File: config.mk
export PLATFORM = sky130hd
export DESIGN_NAME = seg_scan_driver_flat
export DESIGN_NICKNAME = d
export VERILOG_FILES = /design/src/rtl/seg_pkg.sv /design/src/rtl/seg_scan_driver_if.sv /design/src/rtl/seg_scan_timer.sv /design/src/rtl/seg_scan_driver.sv /design/src/flat_wrapper.sv
export SDC_FILE = /design/constraint.sdc
export NUM_CORES = 1
export LEC_CHECK = 0
export BUFFER_PORTS_ARGS = -buffer_cell sky130_fd_sc_hd__buf_2
export CORE_MARGIN = 4
export CORE_UTILIZATION = 44
export DETAILED_ROUTE_END_ITERATION = 10
export SLEW_MARGIN = 10
export SYNTH_ARGS = -nofsm -noshare
export SYNTH_HDL_FRONTEND = slang
export SYNTH_SLANG_ARGS = --single-unit
File: constraint.sdc
create_clock -name clk -period 3.5 [get_ports clk]
set_input_delay 0.35 -clock clk [delete_from_list [all_inputs] [get_ports clk]]
set_output_delay 0.35 -clock clk [all_outputs]
set_load 0.05 [all_outputs]
File: src/rtl/seg_pkg.sv
// Shared constants and helpers for the multiplexed 7-segment scanner.
package seg_pkg;

  localparam logic [7:0] SEG_OFF = 8'hFF;

  // Active-low common-anode patterns; bit 7 (DP) is replaced per digit.
  localparam logic [7:0] HEX_SEG [16] = '{
    8'hC0, 8'hF9, 8'hA4, 8'hB0, 8'h99, 8'h92, 8'h82, 8'hF8,
    8'h80, 8'h90, 8'h88, 8'h83, 8'hC6, 8'hA1, 8'h86, 8'h8E
  };

  function automatic int log2_pow2(input int v);
    int r;
    r = 0;
    for (int i = 0; i < 31; i++) begin
      if ((1 << i) < v) r = i + 1;
    end
    return r;
  endfunction

endpackage

File: src/rtl/seg_scan_driver_if.sv
// Data/control inputs and display pin outputs of the segment scanner.
interface seg_scan_driver_if #(
  parameter int N_DIGITS = 8,
  parameter int BRIGHT_W = 4
);
  logic [4*N_DIGITS-1:0] data;
  logic [N_DIGITS-1:0]   dp;
  logic [N_DIGITS-1:0]   digit_en;
  logic [BRIGHT_W-1:0]   bright;
  logic                  lz_en;
  logic                  load;
  logic                  update_pending;
  logic [7:0]            segments;
  logic [N_DIGITS-1:0]   anodes;
  logic                  frame_start;

  modport master (
    output data, dp, digit_en, bright, lz_en, load,
    input  update_pending, segments, anodes, frame_start
  );

  modport slave (
    input  data, dp, digit_en, bright, lz_en, load,
    output update_pending, segments, anodes, frame_start
  );
endinterface

File: src/rtl/seg_scan_timer.sv
// Slot counter and digit index for the scanner; slot/frame boundary flags.
module seg_scan_timer #(
  parameter  int N_DIGITS = 8,
  parameter  int SCAN_DIV = 8192,
  localparam int CNT_W    = $clog2(SCAN_DIV),
  localparam int IDX_W    = (N_DIGITS > 1) ? $clog2(N_DIGITS) : 1
) (
  input  logic             clk,
  input  logic             rst,
  output logic [CNT_W-1:0] cnt_o,
  output logic [IDX_W-1:0] idx_o,
  output logic             slot_end_o,
  output logic             frame_end_o
);

  localparam logic [CNT_W-1:0] CNT_LAST = CNT_W'(SCAN_DIV - 1);
  localparam logic [IDX_W-1:0] IDX_LAST = IDX_W'(N_DIGITS - 1);

  logic [CNT_W-1:0] cnt_q, cnt_d;
  logic [IDX_W-1:0] idx_q, idx_d;
  logic             slot_end;
  logic             frame_end;

  always_comb begin
    slot_end  = (cnt_q == CNT_LAST);
    frame_end = slot_end && (idx_q == IDX_LAST);
    cnt_d     = slot_end ? '0 : cnt_q + 1'b1;
    idx_d     = idx_q;
    if (slot_end) idx_d = (idx_q == IDX_LAST) ? '0 : idx_q + 1'b1;
  end

  always_ff @(posedge clk) begin
    if (rst) begin
      cnt_q <= '0;
      idx_q <= '0;
    end else begin
      cnt_q <= cnt_d;
      idx_q <= idx_d;
    end
  end

  assign cnt_o       = cnt_q;
  assign idx_o       = idx_q;
  assign slot_end_o  = slot_end;
  assign frame_end_o = frame_end;

endmodule

File: src/rtl/seg_scan_driver.sv
// Time-multiplexed common-anode 7-segment driver with frame-aligned updates,
// leading-zero blanking and PWM brightness.
module seg_scan_driver
  import seg_pkg::*;
#(
  parameter int N_DIGITS = 8,
  parameter int SCAN_DIV = 8192,
  parameter int BRIGHT_W = 4
) (
  input  logic               clk,
  input  logic               rst,
  seg_scan_driver_if.slave   bus
);

  localparam int CNT_W = log2_pow2(SCAN_DIV);
  localparam int IDX_W = (N_DIGITS > 1) ? $clog2(N_DIGITS) : 1;
  localparam logic [N_DIGITS-1:0] AN_ONE = N_DIGITS'(1);

  logic [CNT_W-1:0] cnt;
  logic [IDX_W-1:0] idx;
  logic             slot_end;
  logic             frame_end;

  seg_scan_timer #(
    .N_DIGITS (N_DIGITS),
    .SCAN_DIV (SCAN_DIV)
  ) u_timer (
    .clk         (clk),
    .rst         (rst),
    .cnt_o       (cnt),
    .idx_o       (idx),
    .slot_end_o  (slot_end),
    .frame_end_o (frame_end)
  );

  logic [4*N_DIGITS-1:0] pend_data_q, pend_data_d;
  logic [N_DIGITS-1:0]   pend_dp_q,   pend_dp_d;
  logic [N_DIGITS-1:0]   pend_en_q,   pend_en_d;
  logic [4*N_DIGITS-1:0] act_data_q,  act_data_d;
  logic [N_DIGITS-1:0]   act_dp_q,    act_dp_d;
  logic [N_DIGITS-1:0]   act_en_q,    act_en_d;
  logic                  upd_q,       upd_d;
  logic [7:0]            seg_q,       seg_d;
  logic [N_DIGITS-1:0]   an_q,        an_d;
  logic                  fs_q,        fs_d;
  logic                  slot_end_q;

  // A load coinciding with frame_end bypasses pending; pending still tracks it
  // so the next frame boundary does not revert to stale data.
  always_comb begin
    pend_data_d = pend_data_q;
    pend_dp_d   = pend_dp_q;
    pend_en_d   = pend_en_q;
    act_data_d  = act_data_q;
    act_dp_d    = act_dp_q;
    act_en_d    = act_en_q;
    upd_d       = upd_q;
    if (bus.load) begin
      pend_data_d = bus.data;
      pend_dp_d   = bus.dp;
      pend_en_d   = bus.digit_en;
      upd_d       = 1'b1;
    end
    if (frame_end) begin
      act_data_d = bus.load ? bus.data     : pend_data_q;
      act_dp_d   = bus.load ? bus.dp       : pend_dp_q;
      act_en_d   = bus.load ? bus.digit_en : pend_en_q;
      upd_d      = 1'b0;
    end
  end

  logic [N_DIGITS-1:0] lz_mask;
  logic                zero_run;

  always_comb begin
    zero_run = 1'b1;
    lz_mask  = '0;
    for (int i = N_DIGITS - 1; i >= 0; i--) begin
      zero_run   = zero_run && (act_data_q[4*i +: 4] == 4'h0) && !act_dp_q[i];
      lz_mask[i] = zero_run;
    end
  end

  logic [3:0]          nib;
  logic [7:0]          pattern;
  logic [BRIGHT_W-1:0] pwm_phase;
  logic                pwm_on;
  logic                blank;

  always_comb begin
    nib       = act_data_q[{idx, 2'b00} +: 4];
    pattern   = {~act_dp_q[idx], HEX_SEG[nib][6:0]};
    pwm_phase = cnt[CNT_W-1 -: BRIGHT_W];
    pwm_on    = (pwm_phase < bus.bright) || (&bus.bright);
    blank     = !act_en_q[idx]
             || (bus.lz_en && (idx != '0) && lz_mask[idx])
             || !pwm_on;
    seg_d     = blank ? SEG_OFF : pattern;
    an_d      = blank ? '1 : ~(AN_ONE << idx);
    // Start of digit 0 is only reached through a slot wrap, never via reset.
    fs_d      = slot_end_q && (idx == '0);
  end

  always_ff @(posedge clk) begin
    if (rst) begin
      pend_data_q <= '0;
      pend_dp_q   <= '0;
      pend_en_q   <= '0;
      act_data_q  <= '0;
      act_dp_q    <= '0;
      act_en_q    <= '0;
      upd_q       <= 1'b0;
      seg_q       <= SEG_OFF;
      an_q        <= '1;
      fs_q        <= 1'b0;
      slot_end_q  <= 1'b0;
    end else begin
      pend_data_q <= pend_data_d;
      pend_dp_q   <= pend_dp_d;
      pend_en_q   <= pend_en_d;
      act_data_q  <= act_data_d;
      act_dp_q    <= act_dp_d;
      act_en_q    <= act_en_d;
      upd_q       <= upd_d;
      seg_q       <= seg_d;
      an_q        <= an_d;
      fs_q        <= fs_d;
      slot_end_q  <= slot_end;
    end
  end

  assign bus.update_pending = upd_q;
  assign bus.segments       = seg_q;
  assign bus.anodes         = an_q;
  assign bus.frame_start    = fs_q;

endmodule

File: src/flat_wrapper.sv
// flat-port wrapper written by rule: the top's interface ports become plain ports
module seg_scan_driver_flat import seg_pkg::*;
#(
  parameter int N_DIGITS = 8,
  parameter int SCAN_DIV = 8192,
  parameter int BRIGHT_W = 4
)
  (clk, rst, bus_data, bus_dp, bus_digit_en, bus_bright, bus_lz_en, bus_load, bus_update_pending, bus_segments, bus_anodes, bus_frame_start);
  seg_scan_driver_if #(.N_DIGITS(N_DIGITS), .BRIGHT_W(BRIGHT_W)) bus_i ();
  input  logic clk;
  input  logic rst;
  input wire logic [$bits(bus_i.data)-1:0] bus_data;
  input wire logic [$bits(bus_i.dp)-1:0] bus_dp;
  input wire logic [$bits(bus_i.digit_en)-1:0] bus_digit_en;
  input wire logic [$bits(bus_i.bright)-1:0] bus_bright;
  input wire logic [$bits(bus_i.lz_en)-1:0] bus_lz_en;
  input wire logic [$bits(bus_i.load)-1:0] bus_load;
  output wire logic [$bits(bus_i.update_pending)-1:0] bus_update_pending;
  output wire logic [$bits(bus_i.segments)-1:0] bus_segments;
  output wire logic [$bits(bus_i.anodes)-1:0] bus_anodes;
  output wire logic [$bits(bus_i.frame_start)-1:0] bus_frame_start;
  assign bus_i.data = bus_data;
  assign bus_i.dp = bus_dp;
  assign bus_i.digit_en = bus_digit_en;
  assign bus_i.bright = bus_bright;
  assign bus_i.lz_en = bus_lz_en;
  assign bus_i.load = bus_load;
  assign bus_update_pending = bus_i.update_pending;
  assign bus_segments = bus_i.segments;
  assign bus_anodes = bus_i.anodes;
  assign bus_frame_start = bus_i.frame_start;
  seg_scan_driver #(.N_DIGITS(N_DIGITS), .SCAN_DIV(SCAN_DIV), .BRIGHT_W(BRIGHT_W)) u_core (.clk(clk), .rst(rst), .bus(bus_i));
endmodule
==> impl_metrics.sql, run 1 <==
INSERT INTO impl_metrics (metric_group, metric, value, unit) VALUES
('synth', 'synth_edf_count', '0', ''),
('drt', 'firstDrtPassIters', '4', ''),
('synth', 'syn_avg_cell_area', '11.2', 'µm²'),
('synth', 'synth_top_area_share', '49.4', '%'),
('power_and_ir_drop', 'clock_power_share', '50.0', '%'),
('place', 'post-place-ws', '0.778', 'ns'),
('cts', 'cts_repair_resize_count', '0', ''),
('worst_setup_path', 'cp_cell_sequence', 'inv_1 -> ha_1 -> nor3_1 -> a31oi_1 -> a2111o_1 -> nand4_1', ''),
('worst_setup_path', 'worstPathRequired', '3.83', 'ns'),
('drt', 'routed_wire_per_std_cell', '16.2', 'µm'),
('floorplanning', 'io_pins', '74', ''),
('power_and_ir_drop', 'power.switching_fraction', '20.2', '%'),
('synth', 'synth_top_area_cell', 'sky130_fd_sc_hd__dfxtp_1', ''),
('floorplanning', 'dieArea', '13900', 'µm²'),
('place', 'placed_cells_incl_taps', '665', ''),
('place', 'globalplace.congestion', '0.806', ''),
('cts', 'clock-root-buffer', 'sky130_fd_sc_hd__clkbuf_16', ''),
('cts', 'cts-root-to-sink-buffers', '2', ''),
('cts', 'worstSkewPairLatency', '0.41', 'ns'),
('status', 'run_status', 'complete, no violations', ''),
('sta', 'timing_worst_slew_pin_value', '1.10', 'ns'),
('worst_setup_path', 'setup.worst_path.start', 'u_core.u_timer.idx_o[1]', ''),
('sta', 'final_hold_viol_count', '0', ''),
('flow_run', 'cap_viol_max_count', '0', ''),
('worst_setup_path', 'timing.rr.end', 'u_core.bus.anodes[0]', ''),
('sta', 'timing.fmax', '0.358', 'GHz'),
('final_layout', 'mostFrequentLayoutCell', 'sky130_fd_sc_hd__dfxtp_1', ''),
('power_and_ir_drop', 'power.net_switching', '685', 'µW'),
('power_and_ir_drop', 'power.combinational.fraction', '4.5', '%'),
('sta', 'rsz0062_at_grt', 'false', ''),
('worst_setup_path', 'worst_endpoint_data_arrival_time', '3.13', 'ns'),
('grt', 'grt_pass1_wl', '18500', 'µm'),
('synth', 'netlist_top_cells_area', 'sky130_fd_sc_hd__dfxtp_1 49%, sky130_fd_sc_hd__mux2i_1 10%, sky130_fd_sc_hd__o22a_1 8.1%, sky130_fd_sc_hd__nor2_1 5.0%, sky130_fd_sc_hd__mux4_2 4.7%', ''),
('worst_setup_path', 'cp_slowest_cell', 'sky130_fd_sc_hd__dfxtp_1', ''),
('floorplanning', 'fp-row-count', '39', ''),
('min_path', 'whs_endpoint', 'u_core.pend_data_q[26]', ''),
('grt', 'pin_count_of_the_biggest_net_entering_global_routing', '50', ''),
('synth', 'ys_seq_elements', '131', ''),
('final_layout', 'fraction_of_layout_cells_with_a_size_suffix_above_1', '25.1', '%'),
('power_and_ir_drop', 'share_seq_of_total_power', '45.5', '%'),
('worst_setup_path', 'reg2reg_setup_slack', '0.70', 'ns'),
('power_and_ir_drop', 'power_per_cell_area', '538', 'nW/µm²'),
('power_and_ir_drop', 'power_leakage', '2.97', 'nW'),
('grt', 'first_global_vias', '3709', ''),
('place', 'dp.final_hpwl', '7810', 'µm'),
('synth', 'synth-warning-count', '0', ''),
('sta', 'finalHoldWorstSlack', '0.229', 'ns'),
('min_path', 'worstHoldPathType', 'in2reg', ''),
('worst_setup_path', 'crit_path_max_fanout', '17', ''),
('final_layout', 'commonest_cells_after_routing_fill_and_taps_aside', '131 x sky130_fd_sc_hd__dfxtp_1, 73 x sky130_fd_sc_hd__buf_2, 70 x sky130_fd_sc_hd__nor2_1', ''),
('worst_setup_path', 'worst_r2r_path_depth', '6', ''),
('drt', 'remaining_drc_errors', '0', ''),
('cts', 'tritoncts_buffers', '17', ''),
('cts', 'cts.sinks', '131', ''),
('place', 'placed_cell_areas', '5730', 'µm²'),
('floorplanning', 'floorplan.initialDensity', '45.7', '%'),
('min_path', 'worst_hold_path.num_cells', '3', ''),
('cts', 'post_cts.repair.setup_buffers', '0', ''),
('cts', 'cts_tree', 'built', ''),
('final_layout', 'layoutNonFillerInstCount', '693', ''),
('grt', 'number_of_antenna_violations_at_the_first_check_in_global_routing', '0', ''),
('sta', 'report.final.slew_viol_count', '0', ''),
('sta', 'timing.final.crit_period', '2.80', 'ns'),
('sta', 'fin_worst_skew', '0.00751', 'ns'),
('min_path', 'worstHoldStart', 'bus_data[26]', ''),
('worst_setup_path', 'endpoint_kind_of_the_worst_setup_timing_path', 'flip-flop', ''),
('sta', 'setup_viol_count_final', '0', ''),
('synth', 'mappedNetlistNets', '547', ''),
('drt', 'routed-via-count', '3691', ''),
('cts', 'htree_num_levels', '4', ''),
('worst_setup_path', 'timing.critical_path.slowest_cell_delay', '0.84', 'ns');
==> worst max path at each step <==
stage / to / slack (ns) / depth (start not counted)
2_1_floorplan: u_core.bus.segments[3] / 1.06 / 9
3_3_place_gp: u_core.bus.anodes[6] / 0.87 / 7
3_5_place_dp: u_core.bus.anodes[6] / 0.78 / 7
4_1_cts: u_core.bus.anodes[0] / 0.73 / 7
5_1_grt: u_core.bus.anodes[0] / 0.50 / 7
6_report: u_core.bus.anodes[0] / 0.70 / 6
==> state kept, by name, summed over array words and instances, names as in the netlist <==
signal and count:
u_core.pend_dp_q 8, u_core.u_timer.cnt_o 13, u_core.bus.update_pending 1, u_core.u_timer.idx_o 3
u_core.act_dp_q 8, u_core.slot_end_q 1, u_core.bus.anodes 8, u_core.act_data_q 32
u_core.bus.segments 8, u_core.act_en_q 8, u_core.bus.frame_start 1, u_core.pend_en_q 8
u_core.pend_data_q 32
==> power by group through the flow <==
stage | sequential (mW) | clock [mW] | combinational (mW)
global route | 1.54 | 1.80 | 0.169
finish | 1.54 | 1.69 | 0.152
floorplan | 1.57 | 0 | 0.0973
global placement | 1.57 | 0 | 0.150
detailed placement | 1.57 | 0 | 0.154
CTS | 1.54 | 1.73 | 0.154
==> cell families (layout without fill, tap and decap cells) <==
logic type,after synthesis,after routing,share of synthesized area (%)
buffers and inverters,43,118,4.05
flip-flops,131,131,49.4
AND/OR/NAND/NOR,131,131,12.7
XOR/XNOR,11,11,1.81
adder cells (fa/ha/maj),16,16,3.77
AO/OA/AOI/OAI,72,72,11.5
multiplexers,71,71,16.8
==> synthesized netlist by cell type (all sizes together) (4+ instances only) <==
| cell | n |
|---|---|
| xor2 | 5 |
| mux2i | 57 |
| nand3 | 14 |
| and3 | 5 |
| dfxtp | 131 |
| nor2 | 71 |
| a21oi | 4 |
| or4 | 7 |
| nand4 | 7 |
| o22a | 50 |
| xnor2 | 6 |
| clkbuf | 9 |
| mux4 | 12 |
| inv | 11 |
| nor3 | 5 |
| ha | 16 |
| buf | 23 |
| nor2b | 4 |
| nand2 | 10 |
==> cell type report <==
| type | instances | area, µm² |
|---|---|---|
| clock buffer | 23 | 488 |
| multi-input combinational | 301 | 2480 |
| clock inverter | 5 | 77.6 |
| tap | 143 | 179 |
| sequential | 131 | 2620 |
| inverter | 11 | 41.3 |
| timing repair buffer | 79 | 410 |
| fill | 1012 | 5310 |
==> worst max-delay path, delay by kind of cell (launching register included) <==
kind | cells | cell delay [ns]
AND/OR/NAND/NOR | 2 | 0.45
AO/OA/AOI/OAI | 2 | 0.83
adder cells (fa/ha/maj) | 1 | 0.33
flip-flops | 1 | 0.84
buffers and inverters | 1 | 0.27
==> through the flow <==
stage | power [mW] | util (%)
after floorplan | 1.67 | -
after global placement | 1.72 | 49.4
after detailed placement | 1.72 | 49.4
after CTS | 3.42 | 54.2
after global routing | 3.51 | 54.2
final | 3.39 | 54.2
==> per-layer routing <==
metal / GRT usage [%] / part of all wire [%]
met5: 0 / 0
met4: 6.89 / 1.6
met3: 4.81 / 4.1
met2: 26.6 / 47
met1: 21.3 / 47
(Power assumes the default switching activity.)
==> run 2: changes to the inputs <==
--- a/config.mk
+++ b/config.mk
@@ -5,6 +5,7 @@
 export SDC_FILE = /design/constraint.sdc
 export NUM_CORES = 1
 export LEC_CHECK = 0
+export ABC_AREA = 1
 export BUFFER_PORTS_ARGS = -buffer_cell sky130_fd_sc_hd__buf_2
 export CORE_MARGIN = 4
 export CORE_UTILIZATION = 44
==> constraint.sdc (replaced) <==
create_clock -name clk -period 2.8 [get_ports clk]
set_input_delay 0.28 -clock clk [delete_from_list [all_inputs] [get_ports clk]]
set_output_delay 0.28 -clock clk [all_outputs]
set_load 0.05 [all_outputs]
==> run 2 against run 1 <==
Against the previous run: clock skew is essentially flat; utilization shrank 1.6 points; first-iteration DRC count grew 81%; routed wire length grew 16%; power grew 22%; fmax grew 26%; global-route usage grew 0.60 points; critical endpoint is now u_core.bus.segments[0]; synthesized area grew 13%.
==> impl_metrics.sql, run 2 <==
INSERT INTO impl_metrics (metric_group, metric, value, unit) VALUES
('cts', 'clock-root-buffer', 'sky130_fd_sc_hd__clkbuf_16', ''),
('final_layout', 'sequential_cell_area', '2620', 'µm²'),
('cts', 'post_cts.repair.setup_buffers', '0', ''),
('sta', 'timing.fmax', '0.449', 'GHz'),
('cts', 'cts_tree', 'built', ''),
('worst_setup_path', 'path_class', 'reg2reg', ''),
('worst_setup_path', 'worst_endpoint_data_arrival_time', '2.52', 'ns'),
('floorplanning', 'dieHeight', '125', 'µm'),
('final_layout', 'n_antenna_cell', '0', ''),
('min_path', 'worstHoldPathType', 'in2reg', ''),
('worst_setup_path', 'cp_cell_sequence', 'inv_2 -> nand2_1 -> nand3_1 -> nand3_1 -> nand2_1 -> ha_1 -> inv_1 -> nand2_1 -> nand2_1 -> nor2_1 -> nor2_1 -> nand2_1', ''),
('worst_setup_path', 'crit_path_max_fanout', '17', ''),
('worst_setup_path', 'timing.critical_path.slowest_cell_delay', '0.69', 'ns'),
('sta', 'report.final.slew_viol_count', '0', ''),
('flow_run', 'cap_viol_max_count', '0', ''),
('sta', 'rsz0062_at_grt', 'false', ''),
('cts', 'cts.sinks', '131', ''),
('synth', 'synth-warning-count', '0', ''),
('synth', 'synth_async_sr_flop_share', '0', '%'),
('final_layout', 'fill_cells', '1400', ''),
('place', 'dp.final_hpwl', '9160', 'µm'),
('floorplanning', 'floorplan.initialDensity', '45.2', '%'),
('sta', 'fin_worst_skew', '0.00765', 'ns'),
('power_and_ir_drop', 'clock_power_share', '48.8', '%'),
('worst_setup_path', 'worstPathRequired', '3.09', 'ns'),
('power_and_ir_drop', 'power_leakage', '3.19', 'nW'),
('grt', 'pin_count_of_the_biggest_net_entering_global_routing', '97', ''),
('worst_setup_path', 'endpoint_kind_of_the_worst_setup_timing_path', 'flip-flop', ''),
('power_and_ir_drop', 'power_per_cell_area', '591', 'nW/µm²'),
('synth', 'synth.distinct_cells', '29', ''),
('sta', 'timing.slew.headroom', '35.4', '%'),
('place', 'globalplace.congestion', '0.862', ''),
('synth', 'netlist_top_cells_area', 'sky130_fd_sc_hd__dfxtp_1 44%, sky130_fd_sc_hd__nand2_1 21%, sky130_fd_sc_hd__inv_1 7.3%, sky130_fd_sc_hd__a21oi_1 6.7%, sky130_fd_sc_hd__nor2_1 4.2%', ''),
('floorplanning', 'io_pins', '74', ''),
('floorplanning', 'dieArea', '15600', 'µm²'),
('sta', 'timing.final.crit_period', '2.23', 'ns'),
('power_and_ir_drop', 'share_seq_of_total_power', '46.4', '%'),
('power_and_ir_drop', 'internal_power', '3.19', 'mW'),
('cts', 'cts-hold-fix-buffers', '0', ''),
('floorplanning', 'fp-row-count', '42', ''),
('floorplanning', 'die-width', '125', 'µm'),
('drt', 'routed_wire_per_std_cell', '11.4', 'µm'),
('synth', 'synth_edf_count', '0', ''),
('cts', 'cts_repair_resize_count', '0', ''),
('power_and_ir_drop', 'power.net_switching', '946', 'µW'),
('cts', 'worstSkewPairLatency', '0.41', 'ns'),
('grt', 'grt_use_total', '17.3', '%'),
('grt', 'first_global_vias', '4931', ''),
('final_layout', 'commonest_cells_after_routing_fill_and_taps_aside', '333 x sky130_fd_sc_hd__nand2_1, 131 x sky130_fd_sc_hd__dfxtp_1, 117 x sky130_fd_sc_hd__inv_1', ''),
('final_layout', 'mostFrequentLayoutCell', 'sky130_fd_sc_hd__nand2_1', ''),
('grt', 'grt_pass1_wl', '22400', 'µm'),
('synth', 'yosysSeqAreaShare', '43.6', '%'),
('cts', 'cts-root-to-sink-buffers', '2', ''),
('cts', 'tritoncts_buffers', '17', ''),
('power_and_ir_drop', 'report.power.total', '4.13', 'mW'),
('drt', 'remaining_drc_errors', '0', ''),
('power_and_ir_drop', 'power.combinational.fraction', '4.7', '%'),
('status', 'run_status', 'complete, no violations', ''),
('synth', 'mappedNetlistNets', '973', ''),
('synth', 'synth_top_area_share', '43.6', '%'),
('final_layout', 'area_growth_from_synthesis_to_layout', '16.3', '%'),
('synth', 'syn-cell-area', '6010', 'µm²'),
('power_and_ir_drop', 'vdd_ir_drop_max', '547', 'µV'),
('cts', 'cts.reportedPaths.clkPinSlew', '0.06', 'ns'),
('final_layout', 'fraction_of_layout_cells_with_a_size_suffix_above_1', '13.2', '%'),
('synth', 'netlist_instances', '901', ''),
('sta', 'final_hold_viol_count', '0', ''),
('synth', 'synth_top_area_cell', 'sky130_fd_sc_hd__dfxtp_1', ''),
('drt', 'final_antenna_net_count', '0', ''),
('drt', 'firstDrtPassIters', '4', ''),
('synth', 'synth-main-ff-cell', 'sky130_fd_sc_hd__dfxtp_1', ''),
('synth', 'ys_seq_elements', '131', ''),
('worst_setup_path', 'crit_path_start_kind', 'flip-flop', ''),
('sta', 'final.setup.tns', '0', 'ns'),
('worst_setup_path', 'cp_top_family', 'simple AND/OR/NAND/NOR gates', ''),
('sta', 'setup_viol_count_final', '0', ''),
('synth', 'synth.most_common_cell', 'sky130_fd_sc_hd__nand2_1', ''),
('worst_setup_path', 'cp_slowest_cell', 'sky130_fd_sc_hd__dfxtp_1', ''),
('drt', 'routed-via-count', '5287', ''),
('final_layout', 'nNetsFinal', '1029', ''),
('grt', 'number_of_antenna_violations_at_the_first_check_in_global_routing', '0', ''),
('drt', 'first_iter_violations', '322', ''),
('worst_setup_path', 'cpMostUsedCell', 'sky130_fd_sc_hd__nand2_1', ''),
('synth', 'synth.top_cells.by_count', '333 x sky130_fd_sc_hd__nand2_1, 131 x sky130_fd_sc_hd__dfxtp_1, 117 x sky130_fd_sc_hd__inv_1', ''),
('drt', 'viasPerCell', '4.62', ''),
('sta', 'timing_worst_slew_pin_value', '0.970', 'ns'),
('power_and_ir_drop', 'power.switching_fraction', '22.9', '%'),
('grt', 'aggregate_global_routing_overflow', '0', ''),
('drt', 'routed_wl', '13100', 'µm'),
('final_layout', 'multi_input_area', '2720', 'µm²'),
('cts', 'htree_num_levels', '4', ''),
('sta', 'timing.final.crit_share', '79.5', '%'),
('place', 'place.port_buffers', '73', ''),
('worst_setup_path', 'cp_num_buf_inv', '2', ''),
('synth', 'syn_avg_cell_area', '6.67', 'µm²'),
('floorplanning', 'core_area', '13300', 'µm²');
run 2: changes by cell type in the layout (fill, tap and decap cells not counted), sizes merged, moves of 34 or more:
| cell | before | now |
|---|---|---|
| inv | 11 | 123 |
| nand3 | 14 | 48 |
| mux2i | 57 | 0 |
| nand2 | 10 | 337 |
| a21oi | 4 | 80 |
| o22a | 50 | 0 |
run 2: final cells by class:
class | instances | area share (%)
Timing Repair Buffer | 79 | 6.22
Multi-Input combinational cell | 606 | 38.8
Sequential cell | 131 | 37.5
Inverter | 122 | 6.55
Clock inverter | 14 | 1.66
Tap cell | 176 | 3.15
Clock buffer | 17 | 6.08
run 2: cell families (layout without fill, tap and decap cells):
group           after synthesis  count (layout)  synth area share [%]
xor+xnor                      5               5                 0.728
simple gates                471             471                  31.6
fa+ha+maj                    16              16                  3.33
compound gates              114             114                  9.55
flops                       131             131                  43.6
buf+inv                     164             232                  11.2
run 2: layer usage:
layer | track usage [%] | wire, µm
met4 | 4.97 | 82
met3 | 5.40 | 616
met2 | 27.5 | 6030
met1 | 22.8 | 6330
met5 | 0 | 0
run 2: path summary, 6_finish.rpt:
kind                      startpoint                      to  slack [ns]  depth (start not counted)
min reg2reg        u_core.slot_end_q  u_core.bus.frame_start        0.44                          2
max reg2reg  u_core.u_timer.idx_o[1]  u_core.bus.segments[0]        0.57                         12
min                  bus_digit_en[7]     u_core.pend_en_q[7]        0.14                          3
max          u_core.u_timer.idx_o[1]  u_core.bus.segments[0]        0.57                         12
run 2: worst register-to-register path, stage by stage, from the launching register on:
cell                      delay [ns]
sky130_fd_sc_hd__dfxtp_1        0.69
sky130_fd_sc_hd__inv_2          0.27
sky130_fd_sc_hd__nand2_1        0.13
sky130_fd_sc_hd__nand3_1        0.07
sky130_fd_sc_hd__nand3_1        0.08
sky130_fd_sc_hd__nand2_1        0.16
sky130_fd_sc_hd__ha_1           0.30
sky130_fd_sc_hd__inv_1          0.09
sky130_fd_sc_hd__nand2_1        0.07
sky130_fd_sc_hd__nand2_1        0.08
sky130_fd_sc_hd__nor2_1         0.04
sky130_fd_sc_hd__nor2_1         0.08
sky130_fd_sc_hd__nand2_1        0.05
run 2: per-stage QoR:
step,hold slack [ns],cell area [µm²],utilization (%),setup slack [ns],instances
2_1_floorplan,0.404,6010,-,1.01,901
3_3_place_gp,0.424,6450,48.5,0.648,1114
3_5_place_dp,0.434,6450,48.5,0.610,1114
4_1_cts,0.120,7000,52.6,0.596,1145
5_1_grt,0.122,7000,52.6,0.328,1145
6_report,0.137,7000,52.6,0.575,1145
run 2: power by group through the flow:
stage | sequential (mW) | clock, mW | combinational, mW
floorplan | 1.96 | 0 | 0.124
global placement | 1.96 | 0 | 0.199
finish | 1.92 | 2.02 | 0.195
global route | 1.92 | 2.15 | 0.231
CTS | 1.92 | 2.06 | 0.200
detailed placement | 1.96 | 0 | 0.200
